[src/rtl/alu_result_stage_if.sv]
// Bus bundle for the EX/MEM result stage: upstream beat, downstream beat,
// flush and PC redirect. The stage is the slave; its environment is the master.
interface alu_result_stage_if #(
  parameter int DATA_WIDTH     = 32,
  parameter int ADDR_WIDTH     = 32,
  parameter int REG_ADDR_WIDTH = 5
);
  logic                      in_valid;
  logic                      in_ready;
  logic [DATA_WIDTH-1:0]     alu_result;
  logic                      alu_zero;
  logic [ADDR_WIDTH-1:0]     pc;
  logic [ADDR_WIDTH-1:0]     imm;
  logic [DATA_WIDTH-1:0]     store_data;
  logic [REG_ADDR_WIDTH-1:0] rd_addr;
  logic                      reg_write;
  logic                      mem_read;
  logic                      mem_write;
  logic [1:0]                branch_type;
  logic                      flush;
  logic                      out_valid;
  logic                      out_ready;
  logic [DATA_WIDTH-1:0]     out_alu_result;
  logic [DATA_WIDTH-1:0]     out_store_data;
  logic [REG_ADDR_WIDTH-1:0] out_rd_addr;
  logic                      out_reg_write;
  logic                      out_mem_read;
  logic                      out_mem_write;
  logic                      redirect_valid;
  logic [ADDR_WIDTH-1:0]     redirect_pc;

  modport master (
    output in_valid, alu_result, alu_zero, pc, imm, store_data, rd_addr,
           reg_write, mem_read, mem_write, branch_type, flush, out_ready,
    input  in_ready, out_valid, out_alu_result, out_store_data, out_rd_addr,
           out_reg_write, out_mem_read, out_mem_write, redirect_valid, redirect_pc
  );

  modport slave (
    input  in_valid, alu_result, alu_zero, pc, imm, store_data, rd_addr,
           reg_write, mem_read, mem_write, branch_type, flush, out_ready,
    output in_ready, out_valid, out_alu_result, out_store_data, out_rd_addr,
           out_reg_write, out_mem_read, out_mem_write, redirect_valid, redirect_pc
  );
endinterface

[src/rtl/alu_result_stage.sv]
// EX/MEM register stage: resolves branches into a one-cycle PC redirect and
// hands beats downstream through a 2-entry (main + skid) buffer.
module alu_result_stage #(
  parameter int DATA_WIDTH     = 32,
  parameter int ADDR_WIDTH     = 32,
  parameter int REG_ADDR_WIDTH = 5
) (
  input logic          clk,
  input logic          rst_n,
  alu_result_stage_if.slave bus
);

  typedef struct packed {
    logic [DATA_WIDTH-1:0]     alu_result;
    logic [DATA_WIDTH-1:0]     store_data;
    logic [REG_ADDR_WIDTH-1:0] rd_addr;
    logic                      reg_write;
    logic                      mem_read;
    logic                      mem_write;
  } beat_t;

  beat_t beat_p0;
  beat_t main_p1;
  beat_t skid_p1;
  logic  vld_main_p1;
  logic  vld_skid_p1;
  logic  accept;
  logic  drain;
  logic  taken_p0;

  function automatic logic branch_taken(input logic [1:0] kind, input logic zero);
    case (kind)
      2'b01:   branch_taken = zero;
      2'b10:   branch_taken = ~zero;
      2'b11:   branch_taken = 1'b1;
      default: branch_taken = 1'b0;
    endcase
  endfunction

  // Stage p0: incoming beat, with writes to x0 suppressed before storage
  always_comb begin
    beat_p0.alu_result = bus.alu_result;
    beat_p0.store_data = bus.store_data;
    beat_p0.rd_addr    = bus.rd_addr;
    beat_p0.reg_write  = bus.reg_write & (bus.rd_addr != '0);
    beat_p0.mem_read   = bus.mem_read;
    beat_p0.mem_write  = bus.mem_write;
  end

  assign accept   = bus.in_valid & ~vld_skid_p1 & ~bus.flush;
  assign drain    = vld_main_p1 & bus.out_ready;
  assign taken_p0 = branch_taken(bus.branch_type, bus.alu_zero);

  // Stage p1: main/skid entries; skid refills main first to keep FIFO order
  always_ff @(posedge clk or negedge rst_n) begin
    if (!rst_n) begin
      vld_main_p1 <= 1'b0;
      vld_skid_p1 <= 1'b0;
      main_p1     <= '0;
      skid_p1     <= '0;
    end else if (bus.flush) begin
      vld_main_p1 <= 1'b0;
      vld_skid_p1 <= 1'b0;
    end else if (!vld_main_p1 || drain) begin
      if (vld_skid_p1) begin
        main_p1     <= skid_p1;
        vld_main_p1 <= 1'b1;
        vld_skid_p1 <= accept;
        if (accept) skid_p1 <= beat_p0;
      end else begin
        vld_main_p1 <= accept;
        if (accept) main_p1 <= beat_p0;
      end
    end else if (accept) begin
      skid_p1     <= beat_p0;
      vld_skid_p1 <= 1'b1;
    end
  end

  // Redirect is raised at acceptance, independent of downstream stall
  always_ff @(posedge clk or negedge rst_n) begin
    if (!rst_n) begin
      bus.redirect_valid <= 1'b0;
      bus.redirect_pc    <= '0;
    end else begin
      bus.redirect_valid <= accept & taken_p0;
      if (accept && taken_p0) bus.redirect_pc <= bus.pc + bus.imm;
    end
  end

  assign bus.in_ready       = ~vld_skid_p1;
  assign bus.out_valid      = vld_main_p1;
  assign bus.out_alu_result = main_p1.alu_result;
  assign bus.out_store_data = main_p1.store_data;
  assign bus.out_rd_addr    = main_p1.rd_addr;
  assign bus.out_reg_write  = main_p1.reg_write;
  assign bus.out_mem_read   = main_p1.mem_read;
  assign bus.out_mem_write  = main_p1.mem_write;

endmodule

[src/flat_wrapper.sv]
// flat-port wrapper written by rule: the top's interface ports become plain ports
module alu_result_stage_flat 
#(
  parameter int DATA_WIDTH     = 32,
  parameter int ADDR_WIDTH     = 32,
  parameter int REG_ADDR_WIDTH = 5
)
  (clk, rst_n, bus_in_valid, bus_alu_result, bus_alu_zero, bus_pc, bus_imm, bus_store_data, bus_rd_addr, bus_reg_write, bus_mem_read, bus_mem_write, bus_branch_type, bus_flush, bus_out_ready, bus_in_ready, bus_out_valid, bus_out_alu_result, bus_out_store_data, bus_out_rd_addr, bus_out_reg_write, bus_out_mem_read, bus_out_mem_write, bus_redirect_valid, bus_redirect_pc);
  alu_result_stage_if #(.DATA_WIDTH(DATA_WIDTH), .ADDR_WIDTH(ADDR_WIDTH), .REG_ADDR_WIDTH(REG_ADDR_WIDTH)) bus_i ();
  input logic clk;
  input logic rst_n;
  input wire logic [$bits(bus_i.in_valid)-1:0] bus_in_valid;
  input wire logic [$bits(bus_i.alu_result)-1:0] bus_alu_result;
  input wire logic [$bits(bus_i.alu_zero)-1:0] bus_alu_zero;
  input wire logic [$bits(bus_i.pc)-1:0] bus_pc;
  input wire logic [$bits(bus_i.imm)-1:0] bus_imm;
  input wire logic [$bits(bus_i.store_data)-1:0] bus_store_data;
  input wire logic [$bits(bus_i.rd_addr)-1:0] bus_rd_addr;
  input wire logic [$bits(bus_i.reg_write)-1:0] bus_reg_write;
  input wire logic [$bits(bus_i.mem_read)-1:0] bus_mem_read;
  input wire logic [$bits(bus_i.mem_write)-1:0] bus_mem_write;
  input wire logic [$bits(bus_i.branch_type)-1:0] bus_branch_type;
  input wire logic [$bits(bus_i.flush)-1:0] bus_flush;
  input wire logic [$bits(bus_i.out_ready)-1:0] bus_out_ready;
  output wire logic [$bits(bus_i.in_ready)-1:0] bus_in_ready;
  output wire logic [$bits(bus_i.out_valid)-1:0] bus_out_valid;
  output wire logic [$bits(bus_i.out_alu_result)-1:0] bus_out_alu_result;
  output wire logic [$bits(bus_i.out_store_data)-1:0] bus_out_store_data;
  output wire logic [$bits(bus_i.out_rd_addr)-1:0] bus_out_rd_addr;
  output wire logic [$bits(bus_i.out_reg_write)-1:0] bus_out_reg_write;
  output wire logic [$bits(bus_i.out_mem_read)-1:0] bus_out_mem_read;
  output wire logic [$bits(bus_i.out_mem_write)-1:0] bus_out_mem_write;
  output wire logic [$bits(bus_i.redirect_valid)-1:0] bus_redirect_valid;
  output wire logic [$bits(bus_i.redirect_pc)-1:0] bus_redirect_pc;
  assign bus_i.in_valid = bus_in_valid;
  assign bus_i.alu_result = bus_alu_result;
  assign bus_i.alu_zero = bus_alu_zero;
  assign bus_i.pc = bus_pc;
  assign bus_i.imm = bus_imm;
  assign bus_i.store_data = bus_store_data;
  assign bus_i.rd_addr = bus_rd_addr;
  assign bus_i.reg_write = bus_reg_write;
  assign bus_i.mem_read = bus_mem_read;
  assign bus_i.mem_write = bus_mem_write;
  assign bus_i.branch_type = bus_branch_type;
  assign bus_i.flush = bus_flush;
  assign bus_i.out_ready = bus_out_ready;
  assign bus_in_ready = bus_i.in_ready;
  assign bus_out_valid = bus_i.out_valid;
  assign bus_out_alu_result = bus_i.out_alu_result;
  assign bus_out_store_data = bus_i.out_store_data;
  assign bus_out_rd_addr = bus_i.out_rd_addr;
  assign bus_out_reg_write = bus_i.out_reg_write;
  assign bus_out_mem_read = bus_i.out_mem_read;
  assign bus_out_mem_write = bus_i.out_mem_write;
  assign bus_redirect_valid = bus_i.redirect_valid;
  assign bus_redirect_pc = bus_i.redirect_pc;
  alu_result_stage #(.DATA_WIDTH(DATA_WIDTH), .ADDR_WIDTH(ADDR_WIDTH), .REG_ADDR_WIDTH(REG_ADDR_WIDTH)) u_core (.clk(clk), .rst_n(rst_n), .bus(bus_i));
endmodule
[config.mk]
export PLATFORM = sky130hd
export DESIGN_NAME = alu_result_stage_flat
export DESIGN_NICKNAME = d
export VERILOG_FILES = /design/src/rtl/alu_result_stage_if.sv /design/src/rtl/alu_result_stage.sv /design/src/flat_wrapper.sv
export SDC_FILE = /design/constraint.sdc
export NUM_CORES = 1
export LEC_CHECK = 0
export CORE_UTILIZATION = 30
export DETAILED_ROUTE_END_ITERATION = 7
export GPL_TIMING_DRIVEN = 0
export SYNTH_ARGS = -nofsm -noshare
export SYNTH_HDL_FRONTEND = slang
export SYNTH_SLANG_ARGS = --single-unit
[constraint.sdc]
create_clock -name clk -period 2.1 [get_ports clk]
set_input_delay 0.42 -clock clk [delete_from_list [all_inputs] [get_ports clk]]
set_output_delay 0.42 -clock clk [all_outputs]
set_load 0.03 [all_outputs]
-- Word level (Yosys, flattened, before mapping)
Cells that the tools add are included.
- register bits after elaboration: 179
- output and inout bits: 107
- logic and storage cells: 51
- add/subtract/negate cells: 1
- equal/unequal tests: 4
- muxes and demuxes: 13
- bitwise operators: 8
- reduce and logical (&&, ||, !) cells: 9
- operators with widths (cell ; count):
    $mux W72 ; 5
    $add A32 B32 Y32 ; 1
    $mux W1 ; 7
    $and A1 B1 Y1 ; 5
    $reduce_bool A5 Y1 ; 1
    $eq A2 B2 Y1 const B ; 2
    $reduce_bool A2 Y1 ; 2
    $not A1 Y1 ; 3
    $pmux W1 S3 ; 1
    $reduce_and A3 Y1 ; 1
    $reduce_bool A3 Y1 ; 1
    $eq A2 B1 Y1 const B ; 1
    $ne A2 B1 Y1 const B ; 1
    $reduce_and A2 Y1 ; 1
    $logic_and A1 B1 Y1 ; 1
    $logic_not A1 Y1 ; 1
    $logic_or A1 B1 Y1 ; 1

-- Logic depth before layout (Yosys ltp)
- depth after elaboration: 6
- mapped depth: 9
- mapped depth without buffers: 9

-- Worst setup path before layout
OpenSTA, ideal clock, no wires.
- path kind: input to register
- from: in bus_imm[0]
- to: reg u_core.bus.redirect_pc[24] (netlist name)
- library setup time: 0.131 ns
- data arrival time: 2.480 ns
- setup slack: -0.511 ns
- stages: 9
- cell sequence: ha_1 > fa_1 > a211o_1 > o211ai_1 > a211oi_1 > or3_4 > a21oi_2 > nor4_1 > or3_1
- word-level cells in the longest chain between the ends: 1
- RTL lines (element ; line ; source):
    start: declaration ; flat_wrapper.sv:16 ; input wire logic [$bits(bus_i.imm)-1:0] bus_imm;
    $add A32 B32 Y32 ; alu_result_stage.sv:87 ; if (accept && taken_p0) bus.redirect_pc <= bus.pc + bus.imm;
    end signal: assignment ; alu_result_stage.sv:87 ;
    end: declaration ; alu_result_stage_if.sv:43 ; out_reg_write, out_mem_read, out_mem_write, redirect_valid, redirect_pc
No other way between the ends.
A chain may end at the register's enable or synchronous reset.

-- Worst setup path after layout
Same ends and word-level chain as after synthesis.

==> impl_metrics.ini <==
[status]
outcome = finished, violations left
failed_checks = negative setup slack

[clocking]
numCtsBuffers = 17
clk_latency_ns = 0.43
cts.clk_slew.worst_paths_ns = 0.08
cts.htree.levels = 4
ctsLongestPathBuffers = 2
cts_tree = built
clockRootBuffer = clkbuf_16
clock_sinks = 179

[setup_path]
path_depth = 10
required_ns = 2.39
critical_path.endpoint = u_core.bus.redirect_pc[24]
crit_family = simple AND/OR/NAND/NOR gates
crit_path_max_fanout = 3
end_kind = flip-flop
path_cells = buf_8 -> ha_4 -> fa_2 -> a211o_1 -> o211ai_1 -> a211oi_2 -> or3_4 -> a21oi_4 -> nor4_2 -> or3_1
crit_buf_inv = 1
worstSetupStartpoint = bus_imm[0]
critical_path_arrival_ns = 2.60
start_kind = input port
rrSetupSlack_ns = 0.20
r2r-start = u_core.vld_skid_p1
cpMaxStageDelayCell = or3_4
critPathMaxStageDelay_ns = 0.41
r2r_cells = 6
r2r-end = u_core.bus.redirect_pc[23]
path_class = in2reg

[global_routing]
grt_antenna_before_repair = 3
grt_pass1_wl_mm = 42.1
track_usage_pct = 17.6
grt_overflow_total = 0
grt_max_degree = 105
grt_pass1_vias = 7719

[floorplanning]
die_width_um = 175
io_pins = 251
rows = 62
die_h_um = 175
initial_core_util_pct = 30.9
dieArea_sq_um = 30600
core_area_sq_um = 29100

[yosys]
yosysTopAreaCell = dfrtp_1
yosys_register_bits = 179
ys.flop_type = dfrtp_1
syn_avg_cell_area_sq_um = 10.6
yosysMostFrequentCell = dfrtp_1
yosys-top-cells-area = dfrtp_1 50%, mux2_2 9.0%, mux2i_1 8.0%
synth_nets = 1022
synthCells = 846
synth-edff-count = 0
ys_warn_count = 0
netlist-cell-type-count = 55
ys_top_cells_by_count = 179 x dfrtp_1, 103 x a21oi_1, 96 x nor2_1
ys_seq_area_share_pct = 49.9
syn_area_sq_um = 8980
ys_async_sr_fraction_pct = 100
yosys.area.top_type_share_pct = 49.9

[sta]
final_hold_viol_count = 0
fmax_mhz = 433
finalSetupViolCount = 3
min_period_ns = 2.31
worstMarginPinSlew_ns = 0.823
finClkSkew_ns = 0.0134
maxSlewViolCount = 0
setup_ws_ns = -0.207
rsz0062_at_grt = true
final.period_utilization_pct = 110
final.setup.tns_ns = -0.384
relSlewSlack_pct = 45.2

[drt]
drc_errors = 0
wl_mm = 27.3
avgViaCountPerCell = 4.92
antenna_left = 0
first_pass_iters = 5
vias = 7634
wl_per_cell_um = 17.6
dr.first_iter.drc_count = 423

[layout]
instances_no_fill = 1553
postLayoutCellArea_sq_um = 13600
diodes = 0
nNetsFinal = 1332
fin_util_pct = 46.9
synthToLayoutAreaGrowth_pct = 52.0
layout-drive-gt1-share_pct = 24.0

[power]
powerDensity_nw_per_um2 = 857
ir_drop_mv = 0.522
p_leak_nw = 5.62

[place]
dp_hpwl_mm = 19.0
finalWeightedCongestion = 0.885
io_buffers = 250
placedCellCount = 1481
place_area_sq_um = 12100

[flow_run]
cap_viol_max_count = 0

[hold_path]
holdPathStages = 4
hold_class = in2reg
## stage by stage
step	hold WS, ns	total power (W)	setup slack (ns)
after detailed placement	0.442	0.00824	-1.13
after global placement	0.466	0.00819	-7.26
final	0.296	0.0117	-0.207
after CTS	0.271	0.0117	-0.172
after floorplan	0.124	0.00662	-0.430
after global routing	0.291	0.0123	-0.261
## how the worst min path moves through the flow
stage / from / endpoint / slack, ns
3_3_place_gp: u_core.bus.redirect_pc[9] / u_core.bus.redirect_pc[9] / 0.47
4_1_cts: bus_imm[0] / u_core.bus.redirect_pc[0] / 0.27
6_report: bus_pc[0] / u_core.bus.redirect_pc[0] / 0.30
3_5_place_dp: rst_n / u_core.bus.out_store_data[24] / 0.44
5_1_grt: bus_pc[0] / u_core.bus.redirect_pc[0] / 0.29
2_1_floorplan: rst_n / u_core.bus.out_alu_result[0] / 0.12
## area by class of cell
type                            instances  area (sq um)
Multi-Input combinational cell        606          4930
Clock buffer                           19           433
Buffer                                 39           203
Clock inverter                         13           143
Fill cell                            2709         15400
Inverter                                7          27.5
Tap cell                              384           480
Timing Repair Buffer                  306          2950
Sequential cell                       179          4480
## repair_timing
| action | CTS | global route |
|---|---|---|
| gates cloned | 0 | 0 |
| endpoints found under the setup margin | 162 | 82 |
| pin swaps | 54 | 43 |
| setup buffers | 40 | 15 |
| hold endpoints to repair | 24 | 0 |
| hold buffers | 1 | 0 |
| resized for setup | 152 | 66 |
## sequential cells by signal, indices dropped and copies added (netlist names)
name and cells:
u_core.bus.out_alu_result 32, u_core.bus.redirect_pc 32, u_core.bus.out_reg_write 1, u_core.skid_p1 72, u_core.bus.out_mem_read 1, u_core.bus.out_valid 1
u_core.bus.out_rd_addr 5, u_core.bus.out_store_data 32, u_core.vld_skid_p1 1, u_core.bus.out_mem_write 1, u_core.bus.redirect_valid 1
## cell families (layout without fill, tap and decap cells)
logic type / after synthesis / after routing / synth area share [%]
mux: 144 / 144 / 17.1
compound gates: 206 / 206 / 13.6
flops: 179 / 179 / 49.9
simple gates: 198 / 198 / 9.76
xor+xnor: 26 / 26 / 2.54
buf+inv: 61 / 384 / 2.63
fa+ha+maj: 32 / 32 / 4.54
## power breakdown
| part | total, W | switching (W) | internal (W) |
|---|---|---|---|
| registers | 0.00461 | 0.000417 | 0.00420 |
| clock network | 0.00316 | 0.00148 | 0.00168 |
| logic | 0.00392 | 0.00207 | 0.00185 |
## layer usage
layer	wire length (um)	GRT usage (%)
met1	12300	23.4
met2	12700	28.2
met3	1660	4.24
met4	540	5.07
met5	37	0
## placed cells by master, fill, tap and decap left out, drive strengths merged, types with 7 or more instances in the layout
cell type / Yosys / layout
a21o: 13 / 13
ha: 31 / 31
mux2: 72 / 72
a21oi: 104 / 104
nand4: 12 / 12
xnor2: 11 / 11
dfrtp: 179 / 179
clkbuf: 38 / 46
nor2: 96 / 96
inv: 6 / 12
clkdlybuf4s50: 0 / 209
nand3: 8 / 8
nand2: 57 / 57
mux2i: 72 / 72
dlygate4sd2: 0 / 21
a31oi: 7 / 7
buf: 16 / 73
dlymetal6s2s: 0 / 11
xor2: 15 / 15
o21ai: 42 / 42
## tightest hold or removal path: stages
cell and delay (ns):
buf_6 0.07, ha_4 0.11, nand2_1 0.04, nand2_1 0.05
Power figures use the tool's default switching activity.
